## src/rtl/i2c_target.sv

```systemverilog
// rtl/i2c_target.sv - oversampled I2C target with 7-bit address match and byte-wide rx/tx handshake
module i2c_target #(
  parameter logic [6:0] DEV_ADDR    = 7'h50,
  parameter int         SYNC_STAGES = 2
) (
  input  logic       clk,
  input  logic       rst,
  input  logic       i2c_scl,
  input  logic       i2c_sda_in,
  output logic       i2c_sda_oe,
  output logic [7:0] rx_data,
  output logic       rx_valid,
  input  logic [7:0] tx_data,
  output logic       tx_req,
  output logic       busy
);

  typedef enum logic [2:0] {
    IDLE, ADDR, IGNORE, ADDR_ACK, RX, RX_ACK, TX, TX_ACK
  } state_t;

  // Synchronisers keep tracking the bus through reset so no false edge appears on release.
  logic [SYNC_STAGES-1:0] scl_sync, sda_sync;
  logic                   scl_q, sda_q;

  always_ff @(posedge clk) begin
    scl_sync <= {scl_sync[SYNC_STAGES-2:0], i2c_scl};
    sda_sync <= {sda_sync[SYNC_STAGES-2:0], i2c_sda_in};
    scl_q    <= scl_sync[SYNC_STAGES-1];
    sda_q    <= sda_sync[SYNC_STAGES-1];
  end

  logic scl_s, sda_s, scl_rise, scl_fall, start_det, stop_det;

  assign scl_s     = scl_sync[SYNC_STAGES-1];
  assign sda_s     = sda_sync[SYNC_STAGES-1];
  assign scl_rise  = scl_s & ~scl_q;
  assign scl_fall  = ~scl_s & scl_q;
  assign start_det = scl_s & scl_q & ~sda_s & sda_q;
  assign stop_det  = scl_s & scl_q & sda_s & ~sda_q;

  state_t     state, state_n;
  logic [7:0] shift, shift_n;
  logic [2:0] bit_cnt, bit_cnt_n;
  logic       rw, rw_n;
  logic       ack_phase, ack_phase_n;
  logic       sda_oe_n, busy_n, rx_valid_n, tx_req_n;
  logic [7:0] rx_data_n;

  always_ff @(posedge clk) begin
    if (rst) begin
      state      <= IDLE;
      shift      <= 8'h00;
      bit_cnt    <= 3'd0;
      rw         <= 1'b0;
      ack_phase  <= 1'b0;
      i2c_sda_oe <= 1'b0;
      busy       <= 1'b0;
      rx_data    <= 8'h00;
      rx_valid   <= 1'b0;
      tx_req     <= 1'b0;
    end else begin
      state      <= state_n;
      shift      <= shift_n;
      bit_cnt    <= bit_cnt_n;
      rw         <= rw_n;
      ack_phase  <= ack_phase_n;
      i2c_sda_oe <= sda_oe_n;
      busy       <= busy_n;
      rx_data    <= rx_data_n;
      rx_valid   <= rx_valid_n;
      tx_req     <= tx_req_n;
    end
  end

  always_comb begin
    state_n     = state;
    shift_n     = shift;
    bit_cnt_n   = bit_cnt;
    rw_n        = rw;
    ack_phase_n = ack_phase;
    sda_oe_n    = i2c_sda_oe;
    busy_n      = busy;
    rx_data_n   = rx_data;
    rx_valid_n  = 1'b0;
    tx_req_n    = 1'b0;

    if (start_det) begin
      state_n   = ADDR;
      bit_cnt_n = 3'd0;
      shift_n   = 8'h00;
      sda_oe_n  = 1'b0;
      busy_n    = 1'b0;
    end else if (stop_det) begin
      state_n  = IDLE;
      sda_oe_n = 1'b0;
      busy_n   = 1'b0;
    end else begin
      case (state)
        IDLE, IGNORE: ;
        ADDR: begin
          if (scl_rise) begin
            shift_n   = {shift[6:0], sda_s};
            bit_cnt_n = bit_cnt + 3'd1;
            if (bit_cnt == 3'd7) begin
              if (shift[6:0] == DEV_ADDR) begin
                rw_n        = sda_s;
                busy_n      = 1'b1;
                ack_phase_n = 1'b0;
                tx_req_n    = sda_s;
                state_n     = ADDR_ACK;
              end else begin
                state_n = IGNORE;
              end
            end
          end
        end
        ADDR_ACK: begin
          if (scl_fall) begin
            if (!ack_phase) begin
              sda_oe_n    = 1'b1;
              ack_phase_n = 1'b1;
            end else if (!rw) begin
              sda_oe_n  = 1'b0;
              bit_cnt_n = 3'd0;
              state_n   = RX;
            end else begin
              shift_n   = tx_data;
              sda_oe_n  = ~tx_data[7];
              bit_cnt_n = 3'd0;
              state_n   = TX;
            end
          end
        end
        RX: begin
          if (scl_rise) begin
            shift_n   = {shift[6:0], sda_s};
            bit_cnt_n = bit_cnt + 3'd1;
            if (bit_cnt == 3'd7) begin
              rx_data_n   = {shift[6:0], sda_s};
              rx_valid_n  = 1'b1;
              ack_phase_n = 1'b0;
              state_n     = RX_ACK;
            end
          end
        end
        RX_ACK: begin
          if (scl_fall) begin
            if (!ack_phase) begin
              sda_oe_n    = 1'b1;
              ack_phase_n = 1'b1;
            end else begin
              sda_oe_n  = 1'b0;
              bit_cnt_n = 3'd0;
              state_n   = RX;
            end
          end
        end
        TX: begin
          // bit_cnt counts falls since bit 7 went out; the 8th fall ends bit 0.
          if (scl_fall) begin
            if (bit_cnt == 3'd7) begin
              sda_oe_n    = 1'b0;
              ack_phase_n = 1'b0;
              state_n     = TX_ACK;
            end else begin
              shift_n   = {shift[6:0], 1'b0};
              sda_oe_n  = ~shift[6];
              bit_cnt_n = bit_cnt + 3'd1;
            end
          end
        end
        TX_ACK: begin
          if (scl_rise && !ack_phase) begin
            if (!sda_s) begin
              tx_req_n    = 1'b1;
              ack_phase_n = 1'b1;
            end else begin
              busy_n  = 1'b0;
              state_n = IGNORE;
            end
          end else if (scl_fall && ack_phase) begin
            shift_n   = tx_data;
            sda_oe_n  = ~tx_data[7];
            bit_cnt_n = 3'd0;
            state_n   = TX;
          end
        end
        default: state_n = IDLE;
      endcase
    end
  end

endmodule

```

## config.mk

```make
export PLATFORM = sky130hd
export DESIGN_NAME = i2c_target
export DESIGN_NICKNAME = d
export VERILOG_FILES = /design/src/rtl/i2c_target.sv
export SDC_FILE = /design/constraint.sdc
export NUM_CORES = 1
export LEC_CHECK = 0
export ABC_CLOCK_PERIOD_IN_PS = 2100
export CAP_MARGIN = 20
export CORE_ASPECT_RATIO = 0.9
export CORE_MARGIN = 8
export CORE_UTILIZATION = 54
export DETAILED_ROUTE_END_ITERATION = 7
export GPL_TIMING_DRIVEN = 0
export PLACE_DENSITY = 0.79
export SLEW_MARGIN = 20
export SYNTH_ARGS = -nofsm -noshare
export SYNTH_HDL_FRONTEND = slang
export SYNTH_SLANG_ARGS = --single-unit
```

## constraint.sdc

```tcl
create_clock -name clk -period 2.1 [get_ports clk]
set_input_delay 0.42 -clock clk [delete_from_list [all_inputs] [get_ports clk]]
set_output_delay 0.42 -clock clk [all_outputs]
set_load 0.01 [all_outputs]
```

==> out/metrics.cfg, run 1 <==
[layout]
final_common_cell=dfxtp_1
nFillCells=289
fin_util_pct=68.38
nNetsFinal=238
num_antenna_cells=0
final_cell_mix=dfxtp_1, clkdlybuf4s50_1, nor2_1
final_cell_area_sq_mm=0.002081
layout-drive-gt1-share_pct=11.61
area_delta_synth_final_pct=21.30

[synthesis]
synth_seq_cells=33
synth_area_per_cell_sq_um=8.888
syn_nets=207
synth_cells=193
synth_ff_type=dfxtp_1
yosysWarnings=0
yosysSeqAreaShare_pct=38.51
yosys.cell_types.count=50
synth_area_sq_mm=0.001715
async_reset_ff_share_pct=0
synth_edf_count=0

[sta]
drv_slew=0
hold_violations=0
fin_tns_setup_ns=0
timing.hold.ws_ns=0.3384
grt_setup_unrepaired=false
fmaxAchievable_ghz=0.4856
setup_viol=0
clock_skew_ns=0.01082
finalCritPeriodShare_pct=98.07
slew_headroom_pct=46.31
period_needed_ns=2.059
worst_pin_slew_ns=0.7969
setup_ws_ns=0.04061

[drt]
drt_pass1_iterations=4
drt_wl_total_mm=4.487
via_per_inst=6.086
drt_iter0_markers=129
detail_route.wl_per_cell_um=16.87
drc=0
vias=1619
ant_nets=0

[cts]
insertion_delay_ns=0.34
cts_hold_buf=0
clk_pin_slew_ns=0.11
cts_root_buffer=clkbuf_4
cts_tree=done
clockBufferDepth=2
cts_buffers=5
cts_htree_levels=2
clock-sinks=33

[pwr]
p_per_area_mw_per_mm2=522.9
ir_drop_mv=0.5440
total_leakage_power_nw=0.7729

[global_routing]
grt_first_pass_wirelength_mm=7.314
grt_start_max_net_pins=11
globalRoute.totalOverflow=0
antenna_found_initial=0
grt_use_total_pct=17.88
first_global_vias=1569

[setup_path]
path_class=reg2reg
crit_required_ns=2.30
r2r_slack_ns=0.04
crit_end=ack_phase
crit_start=shift[6]
r2r_cells=5
worst-path-max-fanout=4
reg2reg_from=shift[6]
r2r_end=ack_phase
start_kind=register
end_kind=register
cp.arrival_ns=2.26

[floorplan]
die_area_sq_mm=0.005239
initial_core_util_pct=56.37
pin_count=24
num_rows=19
die_w_um=75.41
die_y_um=69.47
core_area_sq_mm=0.003043

[place]
place.gp.congestion=0.9359
place_area_sq_mm=0.001998
pre_cts_slack_ns=-0.07766
port_buffers=23
dp_hpwl_mm=3.210

[run]
cap_violations=0

[min_path]
hold_path_class=reg2reg

[outcome]
status=finished, final reports clean

critical path, stage by stage (launching register included):
cell	delay, ns
dfxtp_1	0.44
or4b_4	0.49
o21ba_1	0.24
or4_4	0.54
o21ai_2	0.14
o41ai_2	0.08
through the flow:
| step | total power [mW] | cells |
|---|---|---|
| final | 1.088 | 266 |
| after global routing | 1.133 | 266 |
| after global placement | 0.7219 | 258 |
| after CTS | 1.092 | 266 |
| after detailed placement | 0.7238 | 258 |
| after floorplan | 0.6905 | 193 |
worst min path at each step:
stage                   to  depth (start not counted)  slack, ns         from
6_report       scl_sync[1]                          0       0.34  scl_sync[0]
5_1_grt        scl_sync[1]                          0       0.34  scl_sync[0]
4_1_cts        scl_sync[1]                          0       0.34  scl_sync[0]
3_5_place_dp   scl_sync[1]                          0       0.32  scl_sync[0]
3_3_place_gp   scl_sync[1]                          0       0.32  scl_sync[0]
2_1_floorplan  scl_sync[1]                          0       0.31  scl_sync[0]
layout make-up:
cell class | instances | area [sq um] | share of cell area, %
multi-input cells | 145 | 999.7 | 48.05
flip-flops and latches | 33 | 660.6 | 31.75
repair buffers | 24 | 237.7 | 11.43
plain buffers | 13 | 63.81 | 3.067
well taps | 42 | 52.55 | 2.526
clock buffers | 6 | 51.30 | 2.465
clock inverters | 1 | 7.507 | 0.3608
inverters | 2 | 7.507 | 0.3608
registers in the layout (all words and copies together), names as in the netlist:
signal / cells
i2c_sda_oe: 1
shift: 7
sda_q: 1
state: 3
rx_data: 8
scl_q: 1
busy: 1
rx_valid: 1
rw: 1
ack_phase: 1
bit_cnt: 3
scl_sync: 2
tx_req: 1
sda_sync: 2
timing repair:
item	in CTS	in global routing
pin swaps	1	0
gates resized for setup	1	6
endpoints found under the setup margin	6	6
setup buffers	1	0
metal layers:
metal / part of all wire, % / vias up / global-route usage (%)
li1: - / 771 / -
met1: 43 / 775 / 23.34
met2: 46 / 68 / 26.37
met4: 0.89 / 0 / 5.330
met3: 9.8 / 5 / 6.503
met5: 0 / - / 0
power by group:
group / leakage [nW] / internal [mW] / total (mW) / switching, mW
registers: 0.268 / 0.633 / 0.640 / 0.00687
logic: 0.474 / 0.0368 / 0.0716 / 0.0347
clock network: 0.0303 / 0.157 / 0.376 / 0.220
synth_stat cells (all sizes together) (3+ instances only):
library cell / n / area share (%)
dfxtp: 33 / 39
nor2: 22 / 4.8
mux2i: 18 / 11
nand2: 13 / 2.8
a211oi: 10 / 4.4
a21oi: 10 / 2.9
nand2b: 9 / 3.3
buf: 8 / 2.4
nor2b: 7 / 2.6
clkbuf: 5 / 1.1
o21ai: 5 / 1.7
a31oi: 4 / 1.5
nand3: 4 / 1.2
nor3: 3 / 0.88
nor4: 3 / 1.5
or4: 3 / 1.5
kinds of logic (layout without fill, tap and decap cells):
family                     after synthesis  after routing  synth area share (%)
and+or+nand+nor                         82             82                 27.28
AOI/OAI and AO/OA                       39             39                 16.05
DFF                                     33             33                 38.51
muxes                                   19             19                 11.16
buffers and inverters                   15             46                 3.938
adders and majority gates                3              3                 2.042
xor gates and xnor gates                 2              2                 1.021
Power figures use the tool's default switching activity.
==> inputs of run 2 (changes only) <==
ABC_CLOCK_PERIOD_IN_PS = 1850   (was 2100)
CORE_UTILIZATION = 48   (was 54)
MAX_ROUTING_LAYER = met4   (was unset)
PLACE_DENSITY = 0.74   (was 0.79)
clock period = 1.85 ns   (was 2.1 ns; I/O delays follow)
==> out/metrics.cfg, run 2 (synthesis gave the netlist of run 1 again) <==
[outcome]
status=finished, final reports clean

[sta]
setup_viol=0  ; unchanged
clock_skew_ns=0.007110  ; -0.003706 ns
hold_violations=0  ; unchanged
finalCritPeriodShare_pct=99.93  ; +1.9 points
worst_pin_slew_ns=0.5025  ; -0.2944 ns
grt_setup_unrepaired=true
fmaxAchievable_ghz=0.5409  ; +11%
slew_headroom_pct=66.27  ; +20 points
drv_slew=0  ; unchanged
setup_ws_ns=0.001247  ; -0.03936 ns
period_needed_ns=1.849  ; -0.2106 ns

[pwr]
total_leakage_power_nw=0.8275  ; +7.1%
sw_frac_of_total_pct=23.39  ; -0.64 points
ir_drop_mv=0.5537  ; +1.8%
p_per_area_mw_per_mm2=605.1  ; +16%
p_int_mw=1.028  ; +24%
power.share.clock_pct=39.7  ; +5.1 points
seq_power_share_pct=54.1  ; -4.7 points
p_switching_mw=0.3139  ; +20%
p_comb_share_pct=6.2  ; -0.4 points

[drt]
top_layer_used=met4
drt_iter0_markers=162  ; +26%
detail_route.wl_per_cell_um=16.03  ; -5.0%
met3WireLength_um=288  ; -34%
wl_met1_mm=2.086  ; +7.5%
drt_pass1_iterations=8  ; +4
vias=1593  ; -1.6%
drc=0  ; unchanged
drt_wl_total_mm=4.408  ; -1.8%
met2_length_mm=1.954  ; -5.5%
via_per_inst=5.793  ; -4.8%
ant_nets=0  ; unchanged

[cts]
cts_buffers=5  ; unchanged
clock-sinks=33  ; unchanged
clk_pin_slew_ns=0.07  ; -0.04 ns
cts_htree_levels=2  ; unchanged
clockBufferDepth=2  ; unchanged
cts_tree=done
cts_root_buffer=clkbuf_8
insertion_delay_ns=0.29  ; -0.05 ns

[setup_path]
crit_required_ns=2.01  ; -0.29 ns
worst-path-max-fanout=2  ; -2
reg2reg_from=shift[0]
end_kind=register
r2r_cells=5  ; unchanged
crit_start=shift[0]
crit_cells=5  ; unchanged
r2r_slack_ns=0.001  ; -0.04 ns
start_kind=register
crit_path_cell_trace=or4b_4 > o21ba_4 > or4_4 > o21ai_2 > o41ai_2
crit_buf_inv=0  ; unchanged
crit_end=ack_phase
r2r_end=ack_phase
cp.arrival_ns=2.01  ; -0.25 ns
critPathTopFamily=simple AND/OR/NAND/NOR gates
path_class=reg2reg
cp_slowest_cell=or4b_4
cpPeakStageDelay_ns=0.54  ; about the same

[floorplan]
pin_count=24  ; unchanged
initial_core_util_pct=50.40  ; -6.0 points
core_area_sq_mm=0.003403  ; +12%
num_rows=20  ; +1
die_w_um=79.02  ; +4.8%
die_y_um=72.72  ; +4.7%
die_area_sq_mm=0.005746  ; +9.7%

[run]
cap_violations=0  ; unchanged

[global_routing]
grt_start_max_net_pins=11  ; unchanged
antenna_found_initial=0  ; unchanged
grt_use_total_pct=15.73  ; -2.2 points
grt_first_pass_wirelength_mm=6.941  ; -5.1%
globalRoute.totalOverflow=0  ; unchanged
first_global_vias=1472  ; -6.2%

[min_path]
hold_path_class=reg2reg

[place]
pre_cts_slack_ns=-0.2211  ; -0.1435 ns
port_buffers=23  ; unchanged
place.gp.congestion=0.9061  ; -3.2%
dp_hpwl_mm=3.046  ; -5.1%

[layout]
largest_register_ffs=8  ; unchanged
regMostFlops=rx_data
nNetsFinal=244  ; +2.5%
layout-drive-gt1-share_pct=20.78  ; +9.2 points
final_common_cell=dfxtp_1
largestRegisters=rx_data: 8 flops, shift: 7 flops
final_cell_mix=dfxtp_1, clkdlybuf4s50_1, nor2_1
fin_util_pct=65.18  ; -3.2 points
area_delta_synth_final_pct=29.32
nFillCells=300  ; +3.8%
num_antenna_cells=0  ; unchanged

==> run 2: changes by cell type in the layout (fill, tap and decap cells not counted), moves of 2 or more <==
| cell | change |
|---|---|
| a211oi_1 | -2 |
| a211oi_2 | +2 |
| buf_4 | +6 |
| clkbuf_2 | -2 |
| clkbuf_4 | -2 |
| clkbuf_8 | +4 |
| dfxtp_1 | -5 |
| dfxtp_2 | +5 |
==> run 2: worst register-to-register path: stages, from the launching register on <==
cell	delay [ns]
dfxtp_2	0.32
or4b_4	0.54
o21ba_4	0.21
or4_4	0.43
o21ai_2	0.14
o41ai_2	0.08
==> run 2: metrics by stage <==
stage | area (sq um) | instances | hold slack, ns | setup TNS [ns] | power (mW)
floorplan | 1724 | 193 | 0.3096 | 0 | 0.7840
global placement | 2009 | 260 | 0.3129 | -1.124 | 0.8210
detailed placement | 2009 | 260 | 0.3132 | -2.056 | 0.8220
CTS | 2157 | 272 | 0.3297 | -0.008179 | 1.346
global route | 2218 | 275 | 0.3311 | -0.03386 | 1.380
finish | 2218 | 275 | 0.3266 | 0 | 1.342
==> run 2: what timing repair did <==
action	4_1_cts	5_1_grt
hold buffers	0	0
gates resized for setup	14	19
buffers inserted	4	2
setup endpoints to repair	24	19
pin swaps	2	2
cloned	0	1
==> run 2: cell type report <==
| cell class | count | area [sq um] | area share (%) |
|---|---|---|---|
| clock inverter | 1 | 7.507 | 0.3384 |
| multi-input combinational | 145 | 1041 | 46.93 |
| tap | 44 | 55.05 | 2.482 |
| timing repair buffer | 30 | 280.3 | 12.63 |
| clock buffer | 7 | 76.32 | 3.440 |
| buffer | 13 | 83.83 | 3.779 |
| sequential | 33 | 666.9 | 30.06 |
| inverter | 2 | 7.507 | 0.3384 |
==> run 2: worst min-delay path by stage <==
| stage | start | endpoint | depth (start not counted) |
|---|---|---|---|
| global route | scl_sync[0] | scl_sync[1] | 0 |
| global placement | scl_sync[0] | scl_sync[1] | 0 |
| floorplan | scl_sync[0] | scl_sync[1] | 0 |
| finish | scl_sync[0] | scl_sync[1] | 0 |
| CTS | scl_sync[0] | scl_sync[1] | 0 |
| detailed placement | sda_sync[0] | sda_sync[1] | 0 |
==> run 2: per-layer routing <==
layer | global-route usage, % | vias up
li1 | - | 776
met1 | 19.73 | 753
met2 | 22.06 | 54
met3 | 5.911 | 10
met4 | 6.366 | 0
met5 | - | -
==> run 2: power groups by stage <==
stage / clock network [mW] / logic [mW] / registers, mW
2_1_floorplan: 0 / 0.0438 / 0.740
3_3_place_gp: 0 / 0.0791 / 0.742
3_5_place_dp: 0 / 0.0798 / 0.742
4_1_cts: 0.538 / 0.0816 / 0.726
5_1_grt: 0.563 / 0.0906 / 0.727
6_report: 0.533 / 0.0837 / 0.726
==> inputs of run 3 (changes only) <==
PLACE_DENSITY = unset   (was 0.74)
PLACE_DENSITY_LB_ADDON = 0.25   (was unset)
==> out/metrics.cfg, run 3 (synthesis gave the netlist of run 1 again) <==
[setup_path]
start_kind=register
cpPeakStageDelay_ns=0.54  ; about the same
cp_slowest_cell=or4b_4
r2r_slack_ns=-0.04  ; -0.04 ns
crit_path_cell_trace=or4b_4 > o21ba_4 > or4_4 > o21ai_2 > o41ai_2
path_class=reg2reg
cp.arrival_ns=2.04  ; +0.03 ns
r2r_end=ack_phase
crit_required_ns=2.00  ; about the same
r2r_cells=5  ; unchanged
worst-path-max-fanout=2  ; unchanged
end_kind=register
reg2reg_from=shift[3]

[global_routing]
globalRoute.totalOverflow=0  ; unchanged
first_global_vias=1577  ; +7.1%
grt_start_max_net_pins=13  ; +2
antenna_found_initial=0  ; unchanged
grt_first_pass_wirelength_mm=7.527  ; +8.4%
grt_use_total_pct=16.94  ; +1.2 points

[sta]
fin_tns_setup_ns=-0.03984  ; -0.03984 ns
finalCritPeriodShare_pct=102.2  ; +2.2 points
clock_skew_ns=0.004164  ; -0.002946 ns
fmaxAchievable_ghz=0.5291  ; -2.2%
period_needed_ns=1.890  ; +0.04109 ns
grt_setup_unrepaired=true
drv_slew=0  ; unchanged
setup_ws_ns=-0.03984  ; -0.04109 ns
hold_violations=0  ; unchanged
slew_headroom_pct=64.38  ; -1.9 points
worst_pin_slew_ns=0.5269  ; +0.02443 ns
setup_viol=1  ; +1

[cts]
cts_htree_levels=2  ; unchanged
cts_tree=done
cts_buffers=5  ; unchanged
clock-sinks=33  ; unchanged
insertion_delay_ns=0.28  ; about the same
clockBufferDepth=2  ; unchanged
cts_root_buffer=clkbuf_8
clk_pin_slew_ns=0.07  ; about the same

[layout]
final_cell_mix=dfxtp_1, clkdlybuf4s50_1, nor2_1
final_common_cell=dfxtp_1
layout-drive-gt1-share_pct=23.81  ; +3.0 points
largest_register_ffs=8  ; unchanged
nFillCells=278  ; -7.3%
nNetsFinal=244  ; unchanged
instances_no_fill=275  ; unchanged
largestRegisters=rx_data: 8 flops, shift: 7 flops
num_antenna_cells=0  ; unchanged
multi_input_area_sq_mm=0.001074  ; +3.1%
final_cell_area_sq_mm=0.002288  ; +3.2%
regMostFlops=rx_data
area_delta_synth_final_pct=33.41
seq_area_sq_um=674.4  ; +1.1%

[drt]
drt_pass1_iterations=4  ; -4
detail_route.wl_per_cell_um=17.78  ; +11%
drc=0  ; unchanged
drt_iter0_markers=92  ; -43%
vias=1625  ; +2.0%
ant_nets=0  ; unchanged
drt_wl_total_mm=4.890  ; +11%
via_per_inst=5.909  ; +2.0%

[pwr]
total_power_mw=1.490  ; +11%
ir_drop_mv=0.6389  ; +15%
total_leakage_power_nw=0.8396  ; +1.5%
p_per_area_mw_per_mm2=650.9  ; +7.6%

[run]
cap_violations=0  ; unchanged

[place]
placedCellCount=260  ; unchanged
place_area_sq_mm=0.002009  ; unchanged
port_buffers=23  ; unchanged
pre_cts_slack_ns=-0.2421  ; -0.02095 ns
place.gp.congestion=0.9339  ; +3.1%
dp_hpwl_mm=3.347  ; +9.9%

[floorplan]
die_y_um=72.72  ; unchanged
num_rows=20  ; unchanged
core_area_sq_mm=0.003403  ; unchanged
die_area_sq_mm=0.005746  ; unchanged
pin_count=24  ; unchanged
die_w_um=79.02  ; unchanged
initial_core_util_pct=50.40  ; unchanged

[min_path]
min_from=sda_sync[0]
worst_hold_path.endpoint=sda_sync[1]
hold_path_class=reg2reg
holdPathStages=0  ; unchanged

[outcome]
failed_checks=negative setup slack
status=finished, violations left

==> run 3: cell count changes in the layout (fill, tap and decap cells not counted), moves of 2 or more <==
cell	change
dfxtp_4	+2
dfxtp_1	-2
buf_2	+2
clkbuf_1	-2
clkbuf_4	-2
==> run 3: cell type report <==
type | count | area share [%]
repair buffers | 30 | 12.41
multi-input cells | 145 | 46.91
flip-flops and latches | 33 | 29.47
inverters | 2 | 0.3280
well taps | 44 | 2.406
clock inverters | 3 | 2.023
clock buffers | 5 | 3.007
plain buffers | 13 | 3.445
==> run 3: timing repair <==
| item | 4_1_cts | 5_1_grt |
|---|---|---|
| endpoints found under the setup margin | 24 | 21 |
| setup buffers | 4 | 1 |
| hold buffers | 0 | 0 |
| cloned | 0 | 2 |
| resized for setup | 17 | 22 |
| pin swaps | 4 | 4 |
==> run 3: worst max-delay path, delay by kind of cell (launching register included) <==
kind               cells  cell delay, ns
and+or+nand+nor        2            0.97
AOI/OAI and AO/OA      3            0.45
DFF                    1            0.33
==> run 3: report_power, final <==
group	switching, mW	internal (mW)
registers	0.00771	0.716
logic	0.0452	0.0440
clock network	0.274	0.403
total	0.327	1.16
==> run 3: layer usage <==
layer	wire, um	part of all wire [%]	vias up	track usage, %
li1	-	-	779	-
met1	2248	46	785	20.77
met2	2325	48	50	26.80
met3	219	4.5	11	4.680
met4	96	2.0	0	4.312
met5	0	0	-	-
==> run 3: worst max path at each step <==
| stage | cells past startpoint | end | from | slack [ns] |
|---|---|---|---|---|
| after detailed placement | 8 | shift[6] | bit_cnt[0] | -0.24 |
| after CTS | 5 | ack_phase | shift[3] | -0.04 |
| after floorplan | 8 | shift[2] | bit_cnt[0] | 0.02 |
| final | 5 | ack_phase | shift[3] | -0.04 |
| after global routing | 5 | ack_phase | shift[1] | -0.07 |
| after global placement | 6 | state[1] | ack_phase | -0.16 |
==> run 3: per-stage QoR <==
stage | hold WS, ns | utilization, %
finish | 0.3448 | 67.24
global route | 0.3555 | 67.24
CTS | 0.3524 | 64.56
detailed placement | 0.3258 | 59.04
global placement | 0.3137 | 59.04
floorplan | 0.3096 | -
